[config.mk]
export PLATFORM = sky130hd
export DESIGN_NAME = ten_bit_loop_counter_flat
export DESIGN_NICKNAME = d
export VERILOG_FILES = /design/src/rtl/ten_bit_loop_counter_if.sv /design/src/rtl/ten_bit_loop_counter.sv /design/src/flat_wrapper.sv
export SDC_FILE = /design/constraint.sdc
export NUM_CORES = 1
export LEC_CHECK = 0
export CAP_MARGIN = 20
export CORE_MARGIN = 2
export CORE_UTILIZATION = 45
export CTS_CLUSTER_DIAMETER = 100
export DETAILED_ROUTE_END_ITERATION = 10
export PLACE_DENSITY = 0.77
export SLEW_MARGIN = 15
export SYNTH_ARGS = -nofsm -noshare
export SYNTH_HDL_FRONTEND = slang
export SYNTH_SLANG_ARGS = --single-unit
[constraint.sdc]
create_clock -name clk -period 2.05 [get_ports clk]
set_input_delay 0.41 -clock clk [delete_from_list [all_inputs] [get_ports clk]]
set_output_delay 0.41 -clock clk [all_outputs]
set_load 0.01 [all_outputs]
[src/rtl/ten_bit_loop_counter_if.sv]
// Handshake/bus bundle for the 10-bit loop counter sequencer.
// master = CPU-side driver, slave = the counter itself.
interface ten_bit_loop_counter_if;
  logic       load;
  logic [9:0] load_value;
  logic       start;
  logic       step;
  logic       abort;
  logic [9:0] count;
  logic       zero;
  logic       busy;
  logic       done;

  modport master (
    output load, load_value, start, step, abort,
    input  count, zero, busy, done
  );

  modport slave (
    input  load, load_value, start, step, abort,
    output count, zero, busy, done
  );
endinterface

[src/rtl/ten_bit_loop_counter.sv]
// Loadable 10-bit down-counter sequencer with start/busy/done handshake.
// Optional macro LOOP_COUNTER_AUTO_RELOAD_EN: on reaching zero, reload and keep running.
module ten_bit_decrementer (
  input  logic [9:0] i_a,
  output logic [9:0] o_y,
  output logic       o_borrow
);
  assign o_y      = i_a - 10'd1;
  assign o_borrow = (i_a == 10'd0);
endmodule

module ten_bit_loop_counter (
  input  logic                    clk,
  input  logic                    rst_n,
  ten_bit_loop_counter_if.slave   bus
);
  localparam logic [1:0] S_IDLE = 2'd0;
  localparam logic [1:0] S_RUN  = 2'd1;
  localparam logic [1:0] S_DONE = 2'd2;

  logic [1:0] r_state;
  logic [9:0] r_count;
  logic [9:0] r_reload;
  logic       r_busy;
  logic       r_done;

  logic [1:0] w_state_nxt;
  logic [9:0] w_count_nxt;
  logic [9:0] w_reload_nxt;
  logic       w_done_nxt;
  logic [9:0] w_dec;
  logic       w_unused_borrow;

  ten_bit_decrementer u_dec (
    .i_a      (r_count),
    .o_y      (w_dec),
    .o_borrow (w_unused_borrow)
  );

  // Next-state, next-count and completion-pulse decode
  always_comb begin
    w_state_nxt  = r_state;
    w_count_nxt  = r_count;
    w_reload_nxt = r_reload;
    w_done_nxt   = 1'b0;
    case (r_state)
      S_IDLE: begin
        if (bus.load) begin
          w_count_nxt  = bus.load_value;
          w_reload_nxt = bus.load_value;
        end else if (bus.start) begin
          if (r_count != 10'd0) begin
            w_state_nxt = S_RUN;
          end else begin
            w_state_nxt = S_DONE;
            w_done_nxt  = 1'b1;
          end
        end else begin
          w_state_nxt = S_IDLE;
        end
      end
      S_RUN: begin
        if (bus.abort) begin
          w_state_nxt = S_IDLE;
        end else if (bus.step && (r_count == 10'd1)) begin
`ifdef LOOP_COUNTER_AUTO_RELOAD_EN
          w_count_nxt = r_reload;
          w_done_nxt  = 1'b1;
`else
          w_count_nxt = w_dec;
          w_state_nxt = S_DONE;
          w_done_nxt  = 1'b1;
`endif
        end else if (bus.step && (r_count != 10'd0)) begin
          // Zero guard keeps the counter from ever wrapping below zero
          w_count_nxt = w_dec;
        end else begin
          w_count_nxt = r_count;
        end
      end
      S_DONE: begin
        w_state_nxt = S_IDLE;
      end
      default: begin
        w_state_nxt = S_IDLE;
      end
    endcase
  end

  // State, count, reload and registered handshake outputs
  always_ff @(posedge clk or negedge rst_n) begin
    if (!rst_n) begin
      r_state  <= S_IDLE;
      r_count  <= 10'd0;
      r_reload <= 10'd0;
      r_busy   <= 1'b0;
      r_done   <= 1'b0;
    end else begin
      r_state  <= w_state_nxt;
      r_count  <= w_count_nxt;
      r_reload <= w_reload_nxt;
      r_busy   <= (w_state_nxt == S_RUN);
      r_done   <= w_done_nxt;
    end
  end

  assign bus.count = r_count;
  assign bus.zero  = (r_count == 10'd0);
  assign bus.busy  = r_busy;
  assign bus.done  = r_done;
endmodule

[src/flat_wrapper.sv]
// flat-port wrapper written by rule: the top's interface ports become plain ports
module ten_bit_loop_counter_flat 
  (clk, rst_n, bus_load, bus_load_value, bus_start, bus_step, bus_abort, bus_count, bus_zero, bus_busy, bus_done);
  ten_bit_loop_counter_if bus_i ();
  input  logic clk;
  input  logic rst_n;
  input wire logic [$bits(bus_i.load)-1:0] bus_load;
  input wire logic [$bits(bus_i.load_value)-1:0] bus_load_value;
  input wire logic [$bits(bus_i.start)-1:0] bus_start;
  input wire logic [$bits(bus_i.step)-1:0] bus_step;
  input wire logic [$bits(bus_i.abort)-1:0] bus_abort;
  output wire logic [$bits(bus_i.count)-1:0] bus_count;
  output wire logic [$bits(bus_i.zero)-1:0] bus_zero;
  output wire logic [$bits(bus_i.busy)-1:0] bus_busy;
  output wire logic [$bits(bus_i.done)-1:0] bus_done;
  assign bus_i.load = bus_load;
  assign bus_i.load_value = bus_load_value;
  assign bus_i.start = bus_start;
  assign bus_i.step = bus_step;
  assign bus_i.abort = bus_abort;
  assign bus_count = bus_i.count;
  assign bus_zero = bus_i.zero;
  assign bus_busy = bus_i.busy;
  assign bus_done = bus_i.done;
  ten_bit_loop_counter u_core (.clk(clk), .rst_n(rst_n), .bus(bus_i));
endmodule
==> results.toml <==
[timing]
slew_violations = 0
final_hold_viol_count = 0
rsz0062_at_grt = "yes"
skew_ns = 0.00311
min_period_over_period_pct = 97.7
setup_viol_count_final = 0
tightestPinTransition_ns = 0.621
max_freq_ghz = 0.499
fin_crit_ns = 2.00
slew_headroom_pct = 58.5

[die]
start_util_pct = 47.5
dieWidth_um = 49.3
die-area_mm2 = 0.00243
num_rows = 16
core-area_mm2 = 0.00194
ios = 29
die_h_um = 49.3

[final_layout]
seqCellArea_um2 = 350
drive_gt1_share_pct = 22.7
multi_input_area_um2 = 536
final_cells = 168
fin_area_mm2 = 0.00139
antenna-diode-count = 0
fillers = 164
area_delta_synth_final_pct = 50.2
nNetsFinal = 161

[routing]
drtAntennaViolNets = 0
routed_wl_um = 2630
first_pass_iters = 4
post_drt_via_cell_ratio = 5.85
drc = 0
drt_iter0_drc = 20
wl_per_cell_um = 15.7
vias = 982

[worst_setup_path]
crit_fanout = 2
timing_worst_setup_path_type = "register to output port"
arrival_ns = 1.59
critPathLaunchType = "register"
setup.worst_path.end_class = "output port"
critPathRequiredTime_ns = 1.64

[global_route]
track_usage_pct = 23.1
grt_pass1_vias = 932
grt_max_degree = 15
grt_pass1_wl_um = 4310
antenna_found_initial = 0
overflow = 0

[clocking]
clock_path_buffers = 2
htreeDepth = 1
cts_made_buffers = 3
cts_tree = "done"
ctsHoldBuffers = 0
cts.sinks = 14
clock_latency_ns = 0.28
cts_root_buf = "clkbuf_4"
path_clk_slew_ns = 0.09

[logic_synthesis]
avgSynthCellArea_um2 = 9.51
synthTopCellsByCount = "dfrtp_1, o2bb2ai_1, inv_1"
synth.top_cell.area_share_pct = 38.0
ys_seq_area_share_pct = 38.0
synth_area_um2 = 922
yosys_most_used_dff = "dfrtp_1"
yosysWarnings = 0
synthCells = 97
syn_nets = 116
yosysMostFrequentCell = "dfrtp_1"
async_reset_ff_share_pct = 100
ys_ff_latch = 14
synth_largest_area_cell = "dfrtp_1"
synth_cell_types = 41
synth-edff-count = 0
synthTopCellsByArea = "dfrtp_1, o2bb2ai_1, ha_1, a22oi_1, o211ai_1"

[placed_design]
io_buffers = 28
hpwl_um = 1970
place_area_mm2 = 0.00134
gp_congestion = 0.847
dpl.cell_count = 163

[job]
maxCapViolations = 0

[power]
p_leak_nw = 0.581
vdd_ir_drop_max_uv = 842
design_power_total_mw = 1.42
p_per_area_mw_per_mm2 = 1020

[min_path]
hold_class = "input pin to async pin"

[run_status]
status = "complete, no violations"
[routing by layer]
metal / vias up / part of all wire, % / GRT usage (%)
met4: 0 / 0.53 / 8.10
met2: 37 / 53 / 39.9
met3: 2 / 4.2 / 3.68
met1: 474 / 42 / 29.0
li1: 469 / - / -
met5: - / 0 / 0
[cell families after synthesis]
kind of cell / Yosys count / synth area share (%)
DFF: 14 / 38.0
and+or+nand+nor: 36 / 25.6
AOI/OAI and AO/OA: 32 / 26.3
muxes: 1 / 1.09
adders and majority gates: 3 / 4.07
buffers and inverters: 11 / 4.88
[where the power goes]
group	switching, mW	total [mW]	internal [mW]
Clock	0.0957	0.204	0.108
Sequential	0.0499	0.398	0.348
Combinational	0.404	0.815	0.411
[final cells by class]
cell class | instances | area share [%]
sequential | 14 | 25.3
multi-input combinational | 72 | 38.7
inverter | 5 | 1.36
tap | 27 | 2.44
timing repair buffer | 46 | 29.6
clock buffer | 4 | 2.62
[per-stage QoR]
step	TNS (ns)	util [%]	hold slack [ns]	setup WS, ns
2_1_floorplan	0	-	0.114	0.229
3_3_place_gp	-0.179	68.9	0.597	-0.179
3_5_place_dp	-0.235	68.9	0.606	-0.235
4_1_cts	0	71.3	0.529	0.0324
5_1_grt	-0.0145	71.3	0.567	-0.0145
6_report	0	71.3	0.509	0.0467
[placed cells by master (no fill, tap or decap), drive strengths merged, types with 2 or more instances in the layout]
| cell | instances |
|---|---|
| and2 | 2 |
| inv | 5 |
| o22ai | 2 |
| ha | 3 |
| dfrtp | 14 |
| clkbuf | 4 |
| o211ai | 4 |
| buf | 19 |
| a21oi | 4 |
| o21ai | 3 |
| nand2 | 5 |
| o2bb2ai | 6 |
| nand2b | 3 |
| clkdlybuf4s50 | 27 |
| a31oi | 3 |
| nor2 | 4 |
| nand3 | 2 |
| and3 | 3 |
| nor4 | 3 |
| nor3 | 4 |
| a22oi | 4 |
[timing repair]
| action | CTS | global route |
|---|---|---|
| resized for setup | 5 | 0 |
| pin swaps | 1 | 0 |
| cloned | 0 | 0 |
| endpoints found under the hold margin | 0 | 0 |
| setup endpoints to repair | 1 | 1 |
| buffers inserted | 1 | 0 |
[registers in the layout (all words and copies together), names as in the netlist]
signal / count
u_core.bus.count: 10
u_core.r_state: 2
u_core.bus.busy: 1
u_core.bus.done: 1
[critical path, cell delays in order (launching register included)]
cell     delay (ns)
dfrtp_1        0.39
or4_4          0.57
nor4_4         0.18
buf_2          0.18
[final timing paths]
| kind | startpoint | endpoint | slack (ns) | cells after the start |
|---|---|---|---|---|
| max in group asynchronous | rst_n | u_core.bus.count[8] | 1.14 | 1 |
| worst max-delay path | u_core.bus.count[8] | bus_zero | 0.05 | 3 |
| worst max register to register | u_core.bus.count[6] | u_core.bus.count[0] | 0.27 | 6 |
| min in group clk | u_core.bus.count[7] | u_core.bus.count[7] | 0.63 | 2 |
| worst min-delay path | rst_n | u_core.bus.count[2] | 0.51 | 1 |
| worst min register to register | u_core.bus.count[7] | u_core.bus.count[7] | 0.63 | 2 |
No activity file was read; power rests on OpenSTA's default activity.
